`src/rtl/pipeline_mem_arbiter_if.sv`:
```
// Bus bundle between the IF/DM pipeline stages, the arbiter and the memory macro.
// The slave view is the arbiter. The master view is whatever drives the requests
// and models the memory.
interface pipeline_mem_arbiter_if #(
  parameter int ADDR_W = 32,
  parameter int DATA_W = 32
);
  // instruction-fetch port
  logic              if_req;
  logic [ADDR_W-1:0] if_addr;
  logic              if_gnt;
  logic              if_rvalid;
  logic [DATA_W-1:0] if_rdata;

  // data-memory port
  logic              dm_req;
  logic              dm_we;
  logic [ADDR_W-1:0] dm_addr;
  logic [DATA_W-1:0] dm_wdata;
  logic              dm_gnt;
  logic              dm_rvalid;
  logic [DATA_W-1:0] dm_rdata;

  // memory macro port
  logic              mem_en;
  logic              mem_we;
  logic [ADDR_W-1:0] mem_addr;
  logic [DATA_W-1:0] mem_wdata;
  logic [DATA_W-1:0] mem_rdata;

  logic              busy;

  modport slave (
    input  if_req, if_addr,
    input  dm_req, dm_we, dm_addr, dm_wdata,
    input  mem_rdata,
    output if_gnt, if_rvalid, if_rdata,
    output dm_gnt, dm_rvalid, dm_rdata,
    output mem_en, mem_we, mem_addr, mem_wdata,
    output busy
  );

  modport master (
    output if_req, if_addr,
    output dm_req, dm_we, dm_addr, dm_wdata,
    output mem_rdata,
    input  if_gnt, if_rvalid, if_rdata,
    input  dm_gnt, dm_rvalid, dm_rdata,
    input  mem_en, mem_we, mem_addr, mem_wdata,
    input  busy
  );
endinterface

```
`src/rtl/pipeline_mem_arbiter.sv`:
```
// Shares one single-ported, fixed-latency memory between the IF and DM stages.
// DM has priority over IF. After STARVE_MAX lost arbitrations in a row, IF is
// forced to win once. Only one transaction is outstanding at a time.
//
// state | meaning
// IDLE  | sample requests, arbitrate, issue mem_en and gnt on the winning edge
// WAIT  | count down the memory latency, then return data/ack to the owner
module pipeline_mem_arbiter #(
  parameter int ADDR_W     = 32,
  parameter int DATA_W     = 32,
  parameter int MEM_LAT    = 2,
  parameter int STARVE_MAX = 4
) (
  input logic                  clk,
  input logic                  reset,
  pipeline_mem_arbiter_if.slave bus
);

  localparam int LAT_W    = (MEM_LAT > 1) ? $clog2(MEM_LAT) : 1;
  localparam int STARVE_W = (STARVE_MAX > 0) ? $clog2(STARVE_MAX + 1) : 1;

  localparam logic [LAT_W-1:0]    LAT_LOAD   = LAT_W'(MEM_LAT - 1);
  localparam logic [STARVE_W-1:0] STARVE_TOP = STARVE_W'(STARVE_MAX);

  typedef enum logic {
    IDLE = 1'b0,
    WAIT = 1'b1
  } state_t;

  state_t              state;
  logic [LAT_W-1:0]    lat_cnt;
  logic [STARVE_W-1:0] starve_cnt;
  logic                owner_dm;
  logic                owner_we;

  logic                any_req;
  logic                if_wins;

  // Winner selection: DM by default, IF when alone or when it has starved long enough.
  always_comb begin
    any_req = bus.if_req | bus.dm_req;
    if_wins = 1'b0;
    if (bus.if_req && (!bus.dm_req || (starve_cnt == STARVE_TOP))) begin
      if_wins = 1'b1;
    end
  end

  // Control FSM with registered outputs. Strobes default low, so every pulse lasts one cycle.
  always_ff @(posedge clk or negedge reset) begin
    if (!reset) begin
      state         <= IDLE;
      lat_cnt       <= '0;
      starve_cnt    <= '0;
      owner_dm      <= 1'b0;
      owner_we      <= 1'b0;
      bus.if_gnt    <= 1'b0;
      bus.if_rvalid <= 1'b0;
      bus.if_rdata  <= '0;
      bus.dm_gnt    <= 1'b0;
      bus.dm_rvalid <= 1'b0;
      bus.dm_rdata  <= '0;
      bus.mem_en    <= 1'b0;
      bus.mem_we    <= 1'b0;
      bus.mem_addr  <= '0;
      bus.mem_wdata <= '0;
      bus.busy      <= 1'b0;
    end else begin
      bus.if_gnt    <= 1'b0;
      bus.dm_gnt    <= 1'b0;
      bus.if_rvalid <= 1'b0;
      bus.dm_rvalid <= 1'b0;
      bus.mem_en    <= 1'b0;
      bus.mem_we    <= 1'b0;

      case (state)
        IDLE: begin
          if (any_req) begin
            state      <= WAIT;
            bus.busy   <= 1'b1;
            lat_cnt    <= LAT_LOAD;
            owner_dm   <= !if_wins;
            owner_we   <= !if_wins && bus.dm_we;
            bus.mem_en <= 1'b1;
            bus.mem_we <= !if_wins && bus.dm_we;
            bus.if_gnt <= if_wins;
            bus.dm_gnt <= !if_wins;
            if (if_wins) begin
              bus.mem_addr  <= bus.if_addr;
              bus.mem_wdata <= '0;
            end else begin
              bus.mem_addr  <= bus.dm_addr;
              bus.mem_wdata <= bus.dm_wdata;
            end
            // A lost IF request counts toward starvation. A win or an absent IF request resets it.
            if (if_wins || !bus.if_req) begin
              starve_cnt <= '0;
            end else if (starve_cnt != STARVE_TOP) begin
              starve_cnt <= starve_cnt + STARVE_W'(1);
            end
          end
        end

        WAIT: begin
          if (lat_cnt == '0) begin
            state    <= IDLE;
            bus.busy <= 1'b0;
            if (owner_dm) begin
              bus.dm_rvalid <= 1'b1;
              if (!owner_we) begin
                bus.dm_rdata <= bus.mem_rdata;
              end
            end else begin
              bus.if_rvalid <= 1'b1;
              bus.if_rdata  <= bus.mem_rdata;
            end
          end else begin
            lat_cnt <= lat_cnt - LAT_W'(1);
          end
        end

        default: begin
          state <= IDLE;
        end
      endcase
    end
  end

endmodule

```
`src/flat_wrapper.sv`:
```
// flat-port wrapper written by rule: the top's interface ports become plain ports
module pipeline_mem_arbiter_flat 
#(
  parameter int ADDR_W     = 32,
  parameter int DATA_W     = 32,
  parameter int MEM_LAT    = 2,
  parameter int STARVE_MAX = 4
)
  (clk, reset, bus_if_req, bus_if_addr, bus_dm_req, bus_dm_we, bus_dm_addr, bus_dm_wdata, bus_mem_rdata, bus_if_gnt, bus_if_rvalid, bus_if_rdata, bus_dm_gnt, bus_dm_rvalid, bus_dm_rdata, bus_mem_en, bus_mem_we, bus_mem_addr, bus_mem_wdata, bus_busy);
  pipeline_mem_arbiter_if #(.ADDR_W(ADDR_W), .DATA_W(DATA_W)) bus_i ();
  input logic clk;
  input logic reset;
  input wire logic [$bits(bus_i.if_req)-1:0] bus_if_req;
  input wire logic [$bits(bus_i.if_addr)-1:0] bus_if_addr;
  input wire logic [$bits(bus_i.dm_req)-1:0] bus_dm_req;
  input wire logic [$bits(bus_i.dm_we)-1:0] bus_dm_we;
  input wire logic [$bits(bus_i.dm_addr)-1:0] bus_dm_addr;
  input wire logic [$bits(bus_i.dm_wdata)-1:0] bus_dm_wdata;
  input wire logic [$bits(bus_i.mem_rdata)-1:0] bus_mem_rdata;
  output wire logic [$bits(bus_i.if_gnt)-1:0] bus_if_gnt;
  output wire logic [$bits(bus_i.if_rvalid)-1:0] bus_if_rvalid;
  output wire logic [$bits(bus_i.if_rdata)-1:0] bus_if_rdata;
  output wire logic [$bits(bus_i.dm_gnt)-1:0] bus_dm_gnt;
  output wire logic [$bits(bus_i.dm_rvalid)-1:0] bus_dm_rvalid;
  output wire logic [$bits(bus_i.dm_rdata)-1:0] bus_dm_rdata;
  output wire logic [$bits(bus_i.mem_en)-1:0] bus_mem_en;
  output wire logic [$bits(bus_i.mem_we)-1:0] bus_mem_we;
  output wire logic [$bits(bus_i.mem_addr)-1:0] bus_mem_addr;
  output wire logic [$bits(bus_i.mem_wdata)-1:0] bus_mem_wdata;
  output wire logic [$bits(bus_i.busy)-1:0] bus_busy;
  assign bus_i.if_req = bus_if_req;
  assign bus_i.if_addr = bus_if_addr;
  assign bus_i.dm_req = bus_dm_req;
  assign bus_i.dm_we = bus_dm_we;
  assign bus_i.dm_addr = bus_dm_addr;
  assign bus_i.dm_wdata = bus_dm_wdata;
  assign bus_i.mem_rdata = bus_mem_rdata;
  assign bus_if_gnt = bus_i.if_gnt;
  assign bus_if_rvalid = bus_i.if_rvalid;
  assign bus_if_rdata = bus_i.if_rdata;
  assign bus_dm_gnt = bus_i.dm_gnt;
  assign bus_dm_rvalid = bus_i.dm_rvalid;
  assign bus_dm_rdata = bus_i.dm_rdata;
  assign bus_mem_en = bus_i.mem_en;
  assign bus_mem_we = bus_i.mem_we;
  assign bus_mem_addr = bus_i.mem_addr;
  assign bus_mem_wdata = bus_i.mem_wdata;
  assign bus_busy = bus_i.busy;
  pipeline_mem_arbiter #(.ADDR_W(ADDR_W), .DATA_W(DATA_W), .MEM_LAT(MEM_LAT), .STARVE_MAX(STARVE_MAX)) u_core (.clk(clk), .reset(reset), .bus(bus_i));
endmodule
```
`config.mk`:
```
export PLATFORM = sky130hd
export DESIGN_NAME = pipeline_mem_arbiter_flat
export DESIGN_NICKNAME = d
export VERILOG_FILES = /design/src/rtl/pipeline_mem_arbiter_if.sv /design/src/rtl/pipeline_mem_arbiter.sv /design/src/flat_wrapper.sv
export SDC_FILE = /design/constraint.sdc
export NUM_CORES = 1
export LEC_CHECK = 0
export CELL_PAD_IN_SITES_DETAIL_PLACEMENT = 1
export CELL_PAD_IN_SITES_GLOBAL_PLACEMENT = 2
export CORE_AREA = 4 4 177 136
export DETAILED_ROUTE_END_ITERATION = 12
export DIE_AREA = 0 0 181 140
export PLACE_DENSITY = 0.95
export SYNTH_ARGS = -nofsm -noshare
export SYNTH_HDL_FRONTEND = slang
export SYNTH_SLANG_ARGS = --single-unit
export TNS_END_PERCENT = 100
```
`constraint.sdc`:
```
create_clock -name clk -period 4.7 [get_ports clk]
set_input_delay 1.175 -clock clk [delete_from_list [all_inputs] [get_ports clk]]
set_output_delay 1.175 -clock clk [all_outputs]
set_load 0.01 [all_outputs]
```
==> results of run 1 <==
==> logic make-up (layout without fill, tap and decap cells) <==
family	after synthesis	in the layout	synth area share (%)
muxes	64	64	12.1
adders and majority gates	2	2	0.419
DFF	142	142	59.6
AOI/OAI and AO/OA	74	74	10.3
buffers and inverters	46	313	4.65
and+or+nand+nor	177	177	13.0
==> cells in the final DEF (no fill, tap or decap), types with 2 or more instances in the layout <==
cell	n
clkinv_4	4
inv_1	4
inv_6	4
nand4_1	32
nand2_1	131
clkinv_8	2
inv_8	4
o21ai_1	32
buf_4	9
and2_1	2
o211ai_2	28
clkdlybuf4s50_1	266
clkbuf_16	17
nor2_1	4
o22ai_1	2
mux2_2	63
nor3_1	2
o211ai_1	4
dfrtp_1	142
ha_1	2
==> final cells by class <==
| type | count | area (sq um) |
|---|---|---|
| inverters | 5 | 20.0 |
| clock buffers | 18 | 429 |
| repair buffers | 276 | 2740 |
| well taps | 300 | 375 |
| clock inverters | 14 | 148 |
| multi-input cells | 317 | 2150 |
| fillers | 2401 | 13100 |
| flip-flops and latches | 142 | 3550 |
==> worst max-delay path: cells and delay by family <==
family / cells / cell delay [ns]
AOI/OAI and AO/OA: 1 / 0.21
buffers and inverters: 2 / 0.94
and+or+nand+nor: 1 / 0.83
==> state kept, by name, summed over array words and instances, names as in the netlist <==
signal,count
u_core.bus.if_gnt,1
u_core.bus.mem_wdata,32
u_core.bus.if_rvalid,1
u_core.owner_we,1
u_core.bus.mem_addr,32
u_core.bus.dm_rdata,32
u_core.bus.dm_rvalid,1
u_core.bus.busy,1
u_core.bus.dm_gnt,1
u_core.bus.mem_we,1
u_core.lat_cnt,1
u_core.bus.if_rdata,32
u_core.starve_cnt,3
u_core.bus.mem_en,1
u_core.state,1
u_core.owner_dm,1
==> per-stage QoR <==
step | utilization [%] | power, mW
after floorplan | - | 3.51
after global placement | 39.3 | 5.06
after detailed placement | 39.3 | 5.16
after CTS | 41.8 | 6.53
after global routing | 41.8 | 6.83
final | 41.8 | 6.41
==> per-layer routing <==
layer	vias to the layer above	track usage, %	wire length [microns]
li1	2252	-	-
met1	2435	18.9	8340
met2	205	25.2	9150
met3	12	5.87	1790
met4	0	3.79	193
met5	-	0	0
==> worst max-delay path by stage <==
stage | to | slack (ns) | depth (start not counted)
after floorplan | u_core.bus.mem_addr[0]$_DFFE_PN0P_ | 2.55 | 6
after global placement | u_core.bus.mem_addr[10]$_DFFE_PN0P_ | 1.36 | 4
after detailed placement | u_core.bus.mem_addr[8]$_DFFE_PN0P_ | 1.30 | 4
after CTS | u_core.bus.mem_addr[8]$_DFFE_PN0P_ | 1.75 | 4
after global routing | u_core.bus.mem_addr[8]$_DFFE_PN0P_ | 1.62 | 4
final | u_core.bus.mem_addr[8]$_DFFE_PN0P_ | 1.77 | 4
==> power by group <==
group	leakage, nW	total (mW)	internal, mW	switching (mW)
logic	1.90	2.91	1.64	1.27
registers	1.74	2.18	1.83	0.347
clock network	0.283	1.32	0.709	0.607
total	3.92	6.41	4.18	2.23
==> flow_summary.json, run 1 <==
{
  "status": "finished, final reports clean",
  "p_leak_nw": 3.92,
  "fmax_mhz": 341,
  "power-per-cell-area_nw_per_um2": 680,
  "cp.arrival_ns": 3.19,
  "hold_slack_ns": 0.486,
  "initial_core_util_pct": 26.5,
  "rsz0062_at_grt": "no",
  "avgSynthCellArea_sq_um": 11.8,
  "reg2regPathDepth": 3,
  "peakVddDrop_uv": 244,
  "dieArea_sq_um": 25300,
  "dp_hpwl_mm": 13.9,
  "synthTopCellsByArea": "dfrtp_1 (60%), mux2_2 (12%), nand2_1 (8.2%)",
  "reg2reg_slack_ns": 2.50,
  "via_count": 4904,
  "grt_remaining_overflow": 0,
  "grt_max_degree": 98,
  "final_layout_size_suffix_gt1_share_pct": 17.7,
  "yosysSeqAreaShare_pct": 59.6,
  "period_share_pct": 62.4,
  "start_kind": "input port",
  "required_ns": 4.96,
  "synth-async-reset-ratio_pct": 100,
  "finalNonFillerCells": 1072,
  "cts_resized": 0,
  "holdPathStages": 1,
  "synth_edf_count": 0,
  "nNetsFinal": 894,
  "critPathMaxFanout": 64,
  "finalSetupViolCount": 0,
  "drc_errors": 0,
  "worstMarginPinSlew_ns": 1.03,
  "whs_endpoint": "u_core.bus.dm_rdata[6]$_DFFE_PN0P_",
  "post-cts-setup-buffers": 0,
  "r2r_start": "u_core.state$_DFF_PN0_",
  "crit_slowest_cell": "and2_4",
  "synth_most_common_cell": "dfrtp_1",
  "fin_area_sq_um": 9420,
  "cts_sinks": 142,
  "port_buffers": 267,
  "syn_nets": 640,
  "syn_inst": 505,
  "yosysTopAreaCell": "dfrtp_1",
  "place_area_sq_um": 8840,
  "routed_wl_mm": 19.5,
  "grt_pass1_vias": 5287,
  "timing_hold_violations_final": 0,
  "drt-initial-drc-count": 134,
  "dp.cells": 1040,
  "vias_per_cell": 4.57,
  "gp_congestion": 0.774,
  "cts_buffers": 17,
  "ys_seq_elements": 142,
  "yosys-top-cells-count": "dfrtp_1 (142), nand2_1 (131), mux2_2 (63)",
  "htree_levels": 4,
  "syn_to_final_growth_pct": 57.8,
  "io_pins": 268,
  "grt_use_total_pct": 15.2,
  "yosysTopAreaCellShare_pct": 59.6,
  "clock_latency_ns": 0.42,
  "ys_types": 34,
  "slew_violations": 0,
  "synth_flop_cell": "dfrtp_1",
  "diodes": 0,
  "routedWlPerCell_microns": 18.2,
  "cts-root-buf": "clkbuf_16",
  "crit_chain": "clkdlybuf4s50_1, buf_4, and2_4, o211ai_1",
  "yosysWarnings": 0,
  "grt_pass1_wl_mm": 30.5,
  "clockBufferDepth": 2,
  "worst_slack_ns": 1.77,
  "cts_hold_buf": 0,
  "reg2reg_to": "u_core.bus.if_rdata[27]$_DFFE_PN0P_",
  "place_ws_ns": 1.30,
  "cts_tree": "built",
  "path_class": "input port to flop",
  "std_cell_rows": 48,
  "hold_start": "u_core.bus.dm_rdata[6]$_DFFE_PN0P_",
  "endpoint_kind": "flop",
  "firstDrtPassIters": 4,
  "fin_crit_ns": 2.93,
  "critical-path-max-stage-delay_ns": 0.83,
  "slew_headroom_pct": 31.3,
  "postRouteAntennaNets": 0,
  "coreArea_sq_um": 22500,
  "die_x_microns": 181,
  "clkTransAtPathRegs_ns": 0.07,
  "critPathLaunch": "bus_if_req",
  "hp-class": "flop to flop",
  "finClkSkew_ns": 0.00786,
  "final.setup.tns_ns": 0,
  "die_h_microns": 140,
  "syn_area_sq_um": 5970,
  "cap_violations": 0,
  "antenna_found_initial": 0
}
Note: power is estimated with default switching activity, not from simulation.
==> run 2, diff against run 1 <==
--- a/config.mk
+++ b/config.mk
@@ -7,10 +7,10 @@
 export LEC_CHECK = 0
 export CELL_PAD_IN_SITES_DETAIL_PLACEMENT = 1
 export CELL_PAD_IN_SITES_GLOBAL_PLACEMENT = 2
-export CORE_AREA = 4 4 177 136
+export CORE_AREA = 4 4 184 141
 export DETAILED_ROUTE_END_ITERATION = 12
-export DIE_AREA = 0 0 181 140
-export PLACE_DENSITY = 0.95
+export DIE_AREA = 0 0 188 145
+export PLACE_DENSITY = 0.91
 export SYNTH_ARGS = -nofsm -noshare
 export SYNTH_HDL_FRONTEND = slang
 export SYNTH_SLANG_ARGS = --single-unit
==> constraint.sdc (replaced) <==
create_clock -name clk -period 3 [get_ports clk]
set_input_delay 0.75 -clock clk [delete_from_list [all_inputs] [get_ports clk]]
set_output_delay 0.75 -clock clk [all_outputs]
set_load 0.01 [all_outputs]
==> run 2 against run 1 <==
  * Register-to-register slack worse by 1.6 ns
  * Sequential power increased by 56%
  * Global-route usage shrank 0.72 points
  * Flip-flop and latch count unchanged
  * Sequential share of layout area shrank 0.32 points
  * First-iteration DRC count is 17% higher
  * Die area up 7.6%
  * Via count fell by 1.0%
  * Combinational power increased by 58%
  * Worst setup slack got worse by 0.96 ns
  * Wire length is 0.48% higher
==> flow_summary.json, run 2 (same netlist as run 1, synthesis figures left out) <==
{
  "utilization_pct": 39.6,
  "switching_share_pct": 33.9,
  "final.setup.tns_ns": 0,
  "post-cts-setup-buffers": 0,
  "critPathLaunch": "bus_dm_req",
  "cts_tree": "built",
  "p_switching_mw": 3.41,
  "start_kind": "input port",
  "vias_per_cell": 4.40,
  "via_count": 4855,
  "worstMarginPinSlew_ns": 0.930,
  "cts_hold_buf": 0,
  "reg2reg_to": "u_core.bus.dm_rdata[25]$_DFFE_PN0P_",
  "power-per-cell-area_nw_per_um2": 1060,
  "dieArea_sq_um": 27300,
  "period_share_pct": 73.3,
  "cap_violations": 0,
  "port_buffers": 267,
  "grt_remaining_overflow": 0,
  "grt_max_degree": 70,
  "p_leak_nw": 3.93,
  "firstDrtPassIters": 4,
  "htree_levels": 4,
  "gp_congestion": 0.782,
  "rsz0062_at_grt": "no",
  "hold_slack_ns": 0.230,
  "internal-power_mw": 6.66,
  "final_common_cell": "clkdlybuf4s50_1",
  "final_layout_size_suffix_gt1_share_pct": 18.0,
  "cts_buffers": 17,
  "fin_crit_ns": 2.20,
  "grt_pass1_vias": 5393,
  "cts-root-buf": "clkbuf_16",
  "finalNonFillerCells": 1103,
  "clkTransAtPathRegs_ns": 0.06,
  "initial_core_util_pct": 24.9,
  "dp_hpwl_mm": 13.6,
  "seq_power_share_pct": 33.8,
  "nNetsFinal": 894,
  "dp.cells": 1071,
  "drc_errors": 0,
  "critPathMaxFanout": 64,
  "slew_headroom_pct": 38.0,
  "diodes": 0,
  "power.share.combinational_pct": 45.6,
  "reg2regPathDepth": 3,
  "grt_use_total_pct": 14.5,
  "finalSetupViolCount": 0,
  "fin_area_sq_um": 9500,
  "place_area_sq_um": 8930,
  "p_clk_share_pct": 20.6,
  "std_cell_rows": 49,
  "die_h_microns": 145,
  "final_cell_mix": "clkdlybuf4s50_1 (265), dfrtp_1 (142), nand2_1 (131), mux2_2 (63)",
  "cts_resized": 0,
  "endpoint_kind": "flop",
  "cts_sinks": 142,
  "postRouteAntennaNets": 0,
  "required_ns": 3.27,
  "r2r_start": "u_core.state$_DFF_PN0_",
  "fmax_mhz": 455,
  "reg2reg_slack_ns": 0.92,
  "cp.arrival_ns": 2.47,
  "place_ws_ns": 0.302,
  "timing_hold_violations_final": 0,
  "finClkSkew_ns": 0.0118,
  "syn_to_final_growth_pct": 59.2,
  "die_x_microns": 188,
  "io_pins": 268,
  "clock_latency_ns": 0.43,
  "worst_slack_ns": 0.802,
  "clockBufferDepth": 2,
  "power_mw": 10.1,
  "peakVddDrop_uv": 451,
  "coreArea_sq_um": 24000,
  "slew_violations": 0,
  "antenna_found_initial": 1,
  "routedWlPerCell_microns": 17.7,
  "grt_pass1_wl_mm": 31.4,
  "path_class": "input port to flop",
  "routed_wl_mm": 19.6,
  "hp-class": "input port to async pin",
  "status": "finished, final reports clean",
  "drt-initial-drc-count": 157
}
## run 2: cell types whose count changed in the layout (fill, tap and decap cells not counted), sizes merged
cell           previous run  this run
clkdlybuf4s50           266       265
clkbuf                   18        19
clkinvlp                  0         3
buf                      10        11
clkinv                    7         5
bufinv                    0         1
inv                      12         9
## run 2: worst max-delay path by stage
| stage | to | slack, ns | cells past startpoint |
|---|---|---|---|
| after floorplan | u_core.bus.mem_addr[0]$_DFFE_PN0P_ | 1.28 | 6 |
| after global placement | u_core.bus.mem_addr[9]$_DFFE_PN0P_ | 0.33 | 4 |
| after detailed placement | u_core.bus.mem_addr[10]$_DFFE_PN0P_ | 0.30 | 4 |
| after CTS | u_core.bus.mem_addr[10]$_DFFE_PN0P_ | 0.78 | 4 |
| after global routing | u_core.bus.mem_addr[8]$_DFFE_PN0P_ | 0.65 | 4 |
| final | u_core.bus.mem_addr[9]$_DFFE_PN0P_ | 0.80 | 4 |
## run 2: worst max-delay path, stage by stage
cell and delay, ns:
clkdlybuf4s50_1 0.51, a21bo_1 0.24, and2_4 0.71, o211ai_1 0.18
## run 2: metal layers
| layer | track usage (%) | share of wire [%] |
|---|---|---|
| met2 | 23.0 | 47 |
| met5 | 0 | 0.056 |
| met3 | 5.86 | 8.2 |
| met1 | 18.3 | 44 |
| met4 | 4.29 | 1.1 |
## run 2: final cells by class
type                    count  area (sq um)
clock buffers              19           443
clock inverters            13           129
fillers                  2584         14500
inverters                   5          20.0
multi-input cells         317          2150
flip-flops and latches    142          3550
well taps                 331           414
repair buffers            276          2790
## run 2: power by group through the flow
stage	Clock [mW]	Sequential, mW	Combinational, mW
global placement	0	3.40	4.60
detailed placement	0	3.44	4.68
CTS	2.17	3.42	4.71
floorplan	0	3.78	1.71
global route	2.25	3.53	4.99
finish	2.08	3.40	4.59
